## config.mk

```make
export PLATFORM = sky130hd
export DESIGN_NAME = multicycle_processor
export DESIGN_NICKNAME = d
export VERILOG_FILES = /design/src/rtl/multicycle_processor.sv
export SDC_FILE = /design/constraint.sdc
export NUM_CORES = 2
export LEC_CHECK = 0
export ABC_AREA = 1
export CELL_PAD_IN_SITES_DETAIL_PLACEMENT = 1
export CELL_PAD_IN_SITES_GLOBAL_PLACEMENT = 2
export CORE_MARGIN = 4
export CORE_UTILIZATION = 35
export DETAILED_ROUTE_END_ITERATION = 16
export PLACE_DENSITY = 0.82
export SLEW_MARGIN = 20
export SYNTH_ARGS = -nofsm -noshare
export SYNTH_HDL_FRONTEND = slang
export SYNTH_SLANG_ARGS = --single-unit
```

## constraint.sdc

```tcl
create_clock -name clk -period 4.4 [get_ports clk]
set_clock_uncertainty 0.15 [all_clocks]
set_input_delay 1.32 -clock clk [delete_from_list [all_inputs] [get_ports clk]]
set_output_delay 1.32 -clock clk [all_outputs]
set_load 0.02 [all_outputs]
```

## src/rtl/multicycle_processor.sv

```systemverilog
// -----------------------------------------------------------------------------
// multicycle_processor
//   Multi-cycle MIPS-subset core. One FSM steps every instruction through
//   FETCH/DECODE/EXEC/MEM/WB. Instruction fetch and data access share a
//   single req/ready memory port, so any transfer may take wait states.
//   The core holds a 32x32 register file, an ALU and a sign extender.
//   Supported: add, sub, and, or, slt, lw, sw, beq, bne, addi, j, halt.
//
// Parameters
//   ADDR_WIDTH  byte-address width of the PC and the memory port (3..32)
//   RESET_PC    word-aligned PC loaded on reset
//
// Ports
//   clk        clock; all state changes on the rising edge
//   clr        synchronous active-high reset
//   mem_req    memory request valid
//   mem_we     1 = write, 0 = read (valid while mem_req)
//   mem_addr   word-aligned byte address
//   mem_wdata  store data
//   mem_rdata  read data, valid when mem_ready is high on a read
//   mem_ready  transfer completes on an edge where mem_req & mem_ready
//   pc_out     current PC (next instruction once FETCH completes)
//   retire     one-cycle pulse per completed instruction
//   halted     core stopped (halt instruction or fault)
//   fault      0 none, 1 illegal opcode/funct, 2 misaligned load/store
//   overflow   sticky signed overflow from add/sub/addi
// -----------------------------------------------------------------------------
module multicycle_processor #(
  parameter int ADDR_WIDTH = 8,
  parameter int RESET_PC   = 0
) (
  input  logic                  clk,
  input  logic                  clr,
  output logic                  mem_req,
  output logic                  mem_we,
  output logic [ADDR_WIDTH-1:0] mem_addr,
  output logic [31:0]           mem_wdata,
  input  logic [31:0]           mem_rdata,
  input  logic                  mem_ready,
  output logic [ADDR_WIDTH-1:0] pc_out,
  output logic                  retire,
  output logic                  halted,
  output logic [1:0]            fault,
  output logic                  overflow
);

  localparam logic [5:0] OP_RTYPE = 6'h00;
  localparam logic [5:0] OP_J     = 6'h02;
  localparam logic [5:0] OP_BEQ   = 6'h04;
  localparam logic [5:0] OP_BNE   = 6'h05;
  localparam logic [5:0] OP_ADDI  = 6'h08;
  localparam logic [5:0] OP_LW    = 6'h23;
  localparam logic [5:0] OP_SW    = 6'h2B;
  localparam logic [5:0] OP_HALT  = 6'h3F;

  localparam logic [5:0] F_ADD = 6'h20;
  localparam logic [5:0] F_SUB = 6'h22;
  localparam logic [5:0] F_AND = 6'h24;
  localparam logic [5:0] F_OR  = 6'h25;
  localparam logic [5:0] F_SLT = 6'h2A;

  localparam logic [1:0] FAULT_ILLEGAL    = 2'd1;
  localparam logic [1:0] FAULT_MISALIGNED = 2'd2;

  typedef enum logic [2:0] {FETCH, DECODE, EXEC, MEM, WB, HALT} state_t;

  state_t                state;
  logic [ADDR_WIDTH-1:0] pc;
  logic [31:0]           ir, a, b, imm, alu_out, mdr;
  logic [31:0]           rf [32];

  // Instruction fields
  logic [5:0] op, funct;
  logic [4:0] rs, rt, rd;
  logic       is_rtype;

  assign op       = ir[31:26];
  assign rs       = ir[25:21];
  assign rt       = ir[20:16];
  assign rd       = ir[15:11];
  assign funct    = ir[5:0];
  assign is_rtype = (op == OP_RTYPE);
  assign pc_out   = pc;

  logic legal;

  // NOTE: every always_comb output gets a default first so no latch is inferred.
  always_comb begin
    legal = 1'b0;
    case (op)
      OP_RTYPE: legal = funct inside {F_ADD, F_SUB, F_AND, F_OR, F_SLT};
      OP_J, OP_BEQ, OP_BNE, OP_ADDI, OP_LW, OP_SW: legal = 1'b1;
      default:  legal = 1'b0;
    endcase
  end

  // ALU: second operand is rt for R-type, the immediate for addi.
  logic [31:0] op2, sum, diff, alu_res;
  logic        add_ovf, sub_ovf, alu_ovf;

  always_comb begin
    op2     = is_rtype ? b : imm;
    sum     = a + op2;
    diff    = a - b;
    // Signed overflow: operands agree in sign (add) or differ (sub) and the
    // result sign differs from the first operand.
    add_ovf = (a[31] == op2[31]) && (sum[31] != a[31]);
    sub_ovf = (a[31] != b[31])   && (diff[31] != a[31]);
    alu_res = sum;
    alu_ovf = add_ovf;
    if (is_rtype) begin
      case (funct)
        F_SUB:   begin alu_res = diff;  alu_ovf = sub_ovf; end
        F_AND:   begin alu_res = a & b; alu_ovf = 1'b0;    end
        F_OR:    begin alu_res = a | b; alu_ovf = 1'b0;    end
        F_SLT:   begin alu_res = {31'd0, $signed(a) < $signed(b)}; alu_ovf = 1'b0; end
        default: begin alu_res = sum;   alu_ovf = add_ovf; end
      endcase
    end
  end

  // Address arithmetic, all modulo 2^ADDR_WIDTH.
  logic [ADDR_WIDTH-1:0] pc_plus4, ea, br_pc, jump_pc;
  logic                  taken;
  logic [4:0]            wb_dest;
  logic [31:0]           wb_data;

  assign pc_plus4 = pc + ADDR_WIDTH'(4);
  assign ea       = a[ADDR_WIDTH-1:0] + imm[ADDR_WIDTH-1:0];
  assign taken    = (a == b) ^ (op == OP_BNE);
  assign br_pc    = taken ? pc + ADDR_WIDTH'({imm[29:0], 2'b00}) : pc;
  assign jump_pc  = ADDR_WIDTH'({ir[25:0], 2'b00});
  assign wb_dest  = is_rtype ? rd : rt;
  assign wb_data  = (op == OP_LW) ? mdr : alu_out;

  // NOTE: sequential state uses non-blocking assignments only, so every
  //       right-hand side sees the pre-edge value.
  always_ff @(posedge clk) begin
    if (clr) begin
      state     <= FETCH;
      pc        <= ADDR_WIDTH'(RESET_PC);
      ir        <= '0;
      a         <= '0;
      b         <= '0;
      imm       <= '0;
      alu_out   <= '0;
      mdr       <= '0;
      // NOTE: the register file is cleared on reset; $0 relies on it
      //       because writes to $0 are simply skipped.
      for (int i = 0; i < 32; i++) rf[i] <= '0;
      mem_req   <= 1'b0;
      mem_we    <= 1'b0;
      mem_addr  <= '0;
      mem_wdata <= '0;
      retire    <= 1'b0;
      halted    <= 1'b0;
      fault     <= '0;
      overflow  <= 1'b0;
    end else begin
      retire <= 1'b0;
      case (state)
        // Raises the request itself when arriving with mem_req low (after
        // reset or right after a store completes); otherwise it is already up.
        FETCH: begin
          if (!mem_req) begin
            mem_req  <= 1'b1;
            mem_we   <= 1'b0;
            mem_addr <= pc;
          end else if (mem_ready) begin
            ir      <= mem_rdata;
            pc      <= pc_plus4;
            mem_req <= 1'b0;
            state   <= DECODE;
          end
        end

        DECODE: begin
          a   <= rf[rs];
          b   <= rf[rt];
          imm <= {{16{ir[15]}}, ir[15:0]};
          if (op == OP_HALT) begin
            halted <= 1'b1;
            state  <= HALT;
          end else if (!legal) begin
            halted <= 1'b1;
            fault  <= FAULT_ILLEGAL;
            state  <= HALT;
          end else begin
            state <= EXEC;
          end
        end

        EXEC: begin
          case (op)
            OP_LW, OP_SW: begin
              if (ea[1:0] != 2'b00) begin
                halted <= 1'b1;
                fault  <= FAULT_MISALIGNED;
                state  <= HALT;
              end else begin
                mem_req   <= 1'b1;
                mem_we    <= (op == OP_SW);
                mem_addr  <= ea;
                mem_wdata <= b;
                state     <= MEM;
              end
            end
            OP_BEQ, OP_BNE: begin
              pc       <= br_pc;
              mem_req  <= 1'b1;
              mem_we   <= 1'b0;
              mem_addr <= br_pc;
              retire   <= 1'b1;
              state    <= FETCH;
            end
            OP_J: begin
              pc       <= jump_pc;
              mem_req  <= 1'b1;
              mem_we   <= 1'b0;
              mem_addr <= jump_pc;
              retire   <= 1'b1;
              state    <= FETCH;
            end
            default: begin
              alu_out <= alu_res;
              if (alu_ovf) overflow <= 1'b1;
              state <= WB;
            end
          endcase
        end

        MEM: begin
          if (mem_ready) begin
            mem_req <= 1'b0;
            if (mem_we) begin
              retire <= 1'b1;
              state  <= FETCH;
            end else begin
              mdr   <= mem_rdata;
              state <= WB;
            end
          end
        end

        WB: begin
          if (wb_dest != 5'd0) rf[wb_dest] <= wb_data;
          mem_req  <= 1'b1;
          mem_we   <= 1'b0;
          mem_addr <= pc;
          retire   <= 1'b1;
          state    <= FETCH;
        end

        HALT: mem_req <= 1'b0;

        default: state <= HALT;
      endcase
    end
  end

endmodule
```

==> metrics.md <==
| Metric | Value |
|---|---|
| Hold_buf cts | `0` |
| CTS tree | `done` |
| Syn avg cell area | `8.13 sq um` |
| Crit Path Max Fanout | `33` |
| Worst EP required | `4.91 ns` |
| Syn Std Cell Area | `0.0694 sq mm` |
| Post-synth EDFFs | `1024` |
| Inst Count DP | `10900` |
| Busiest grt layer | `met2` |
| RR Startpoint | `ir[29]` |
| P_leak | `28.9 nW` |
| Crit path kind | `register to register` |
| Post_cts resized | `0` |
| Final Max Slew Viols | `0` |
| Wirelength per Cell | `29.4 um` |
| Hold Path Sink | `mem_addr[0]` |
| CP top delay family | `simple AND/OR/NAND/NOR gates` |
| Mux contribution to synthesized area | `0.432%` |
| Global routing usage on met1 | `39.9%` |
| Total CTS buffers | `145` |
| Synth Area in Simple Gates | `19.0%` |
| H-tree levels | `4` |
| Initial antenna violation count | `15` |
| Post-layout min period | `3.89 ns` |
| CORE AREA | `0.197 sq mm` |
| Largest net degree at the start of global routing | `150` |
| Std cell rows | `163` |
| Synthesis-to-layout area growth | `13.7%` |
| Crit share post-route | `88.4%` |
| Initial DRC count | `8106` |
| Synth warn | `0` |
| Seq cells post-synth | `1256` |
| # DRC | `0` |
| Initial Util | `35.2%` |
| Run status | `finished clean` |
| Adder-cell area share of the yosys netlist | `2.64%` |
| Cell variety after synth | `47` |
| Met2 Use GR | `48.1%` |
| RSZ-0062 raised after global routing | `false` |
| Fill cells | `23300` |
| Compound-Gate Fraction of Synth Area | `20.3%` |
| Power per standard cell area | `621 mW/mm^2` |
| Number of global-route vias before repair | `68700` |
| Cells after synthesis | `8536` |
| Crit path launch type | `register` |
| Synth Area in XOR/XNOR | `0.328%` |
| Die area | `0.206 sq mm` |
| Setup bufs post-CTS | `0` |
| Reg2reg path depth | `17` |
| Endpoints failing setup | `0` |
| Drt pass-1 iters | `6` |
| Die W | `453 um` |
| IO Port Bufs | `87` |
| Worst-case clock buffer depth | `3` |
| Reg clk slew, reported paths | `0.06 ns` |
| Async SR Flop Fraction | `0%` |
| Reg2Reg Setup Slack | `0.51 ns` |
| Top cell type's share of synthesized area | `44.3%` |
| Vias per std cell | `6.10` |
| Capturing point of the worst reg2reg path | `alu_out[30]` |
| Clock sink count | `1256` |
| Die Ht | `453 um` |
| Largest family of logic cells by synthesized area | `compound AO/OA/AOI/OAI gates` |
| Crit path top cell by count | `nand2_1` |
| Post-detailed-route count of antenna-violating nets | `0` |
| Commonest non-fill, non-tap cell in the layout | `nor2_1` |
| Global-route wire length before repair | `470 mm` |
| Worst-Skew Late Latency | `0.82 ns` |
| Worst EP arrival | `4.40 ns` |
| Slew HR | `16.0%` |
| CP endpoint kind | `register` |
| GR Overflow Total | `0` |
| Io pins | `90` |
| Layout net count | `8588` |
| Worst Path Buf+Inv | `2` |
| Fmax achieved | `257 MHz` |
| Met3 usage | `5.75%` |
| Slowest stage delay, CP | `0.46 ns` |
| Worst VDD drop | `492 uV` |
| Root Buffer | `clkbuf_16` |
| Fin cells | `11200` |
| Layout cells sized above 1 | `8.00%` |
| Largest area contributor in the netlist | `edfxtp_1` |
| Gr usage total | `31.0%` |
| Seq/Total Area, Yosys | `51.0%` |
| Type of the worst min-delay path | `register to register` |
| Max-cap viol count | `0` |
| Setup TNS | `0 ns` |
| Slowest CP cell | `nand2_1` |
| Post-synth top flop | `edfxtp_1` |
| CP cell instances | `nor2_1 -> nand3_2 -> buf_4 -> nand2_1 -> o21ai_0 -> inv_1 -> ha_1 -> a21oi_1 -> o21ai_0 -> nand2_1 -> nand3_1 -> a21oi_1 -> nand2_1 -> nand2_1 -> nand3_1 -> nand3_1 -> a21oi_1` |
| Min-Delay Path Depth | `2` |
| Gpl congestion | `0.903` |
| DP Wirelength | `208 mm` |
| Final WL | `328 mm` |
| Hold_sp | `mem_addr[0]` |
| Largest cells by area after synthesis | `edfxtp_1 44%, nor2_1 14%, o21ai_0 11%` |
| Least-Margin Pin Slew | `1.25 ns` |
| Vias | `68100` |
| Final Hold Viols | `0` |
| Most frequent cells in the layout | `2499 x nor2_1, 1585 x o21ai_0, 1024 x edfxtp_1` |
state kept, by name (all words and copies together) (netlist names), 2 cells and up:
| name | cells |
|---|---|
| a | 32 |
| fault | 2 |
| ir | 32 |
| mem_addr | 8 |
| imm | 16 |
| b | 32 |
| state | 3 |
| pc_out | 6 |
| alu_out | 32 |
| mem_wdata | 32 |
| mdr | 32 |
| rf | 1024 |
worst reg2reg max path: cells and delay by family, from the launching register on:
kind	cells	cell delay, ns
AOI/OAI and AO/OA	5	1.05
adders and majority gates	1	0.37
buffers and inverters	2	0.47
DFF	1	0.41
and+or+nand+nor	9	1.30
final cells by class:
cell class	count	area (sq um)	share of cell area, %
antenna	4	10.0	0.0127
multi-input combinational	6193	30300	38.4
timing repair buffer	416	3790	4.80
sequential	1256	35400	44.9
clock buffer	199	4110	5.20
clock inverter	62	502	0.635
tap	2640	3300	4.18
inverter	397	1530	1.94
power by group:
part           internal (mW)  switching [mW]  total [mW]
registers               13.7            1.06        14.8
logic                   6.01            16.2        22.2
clock network           6.89            5.18        12.1
worst max-delay path by stage:
stage | depth (start not counted) | end | slack (ns) | from
after CTS | 19 | overflow | 0.63 | ir[29]
after detailed placement | 17 | alu_out[30] | 0.64 | ir[29]
after floorplan | 8 | rf[20][0] | 0.92 | clr
after global placement | 21 | overflow | 0.65 | ir[29]
after global routing | 17 | alu_out[31] | 0.15 | ir[29]
final | 17 | alu_out[30] | 0.51 | ir[29]
cells in the mapped netlist, drive strengths merged, types with 2 or more instances:
| library cell | count |
|---|---|
| ha | 140 |
| o211ai | 44 |
| mux2i | 30 |
| o21bai | 13 |
| nor3 | 30 |
| and3 | 2 |
| edfxtp | 1024 |
| dfxtp | 232 |
| fa | 4 |
| o31ai | 7 |
| a211oi | 4 |
| nand3b | 4 |
| nand3 | 146 |
| o21ai | 1592 |
| nor2 | 2505 |
| clkinv | 4 |
| nand4 | 27 |
| clkbuf | 639 |
| o221ai | 83 |
| o22ai | 533 |
| a21oi | 299 |
| and2 | 3 |
| buf | 84 |
| xor2 | 19 |
| xnor2 | 7 |
| nor4 | 4 |
| o21a | 3 |
| inv | 393 |
| or2 | 22 |
| nand2 | 634 |
routing by layer:
metal / up-vias / routed length (um) / part of all wire, %
li1: 29200 / - / -
met1: 34300 / 129000 / 39
met2: 3667 / 145000 / 44
met3: 916 / 30100 / 9.2
met4: 6 / 23400 / 7.1
met5: - / 35 / 0.011
cells by family after synthesis:
| kind of cell | Yosys count |
|---|---|
| AND/OR/NAND/NOR | 3377 |
| AO/OA/AOI/OAI | 2582 |
| flip-flops | 1256 |
| buffers and inverters | 1120 |
| adder cells (fa/ha/maj) | 144 |
| multiplexers | 30 |
| XOR/XNOR | 26 |
| other | 1 |
metrics by stage:
stage / utilization (%) / hold WS (ns) / cell area (sq um) / worst slack, ns / power, mW
6_report: 40.0 / 0.291 / 79000 / 0.511 / 49.0
5_1_grt: 40.0 / 0.325 / 79000 / 0.148 / 51.4
4_1_cts: 40.0 / 0.296 / 78900 / 0.628 / 48.6
3_5_place_dp: 37.7 / 0.285 / 74300 / 0.644 / 36.5
3_3_place_gp: 37.7 / 0.285 / 74300 / 0.650 / 36.1
2_1_floorplan: - / 0.280 / 69600 / 0.922 / 27.0
Power figures use the tool's default switching activity.
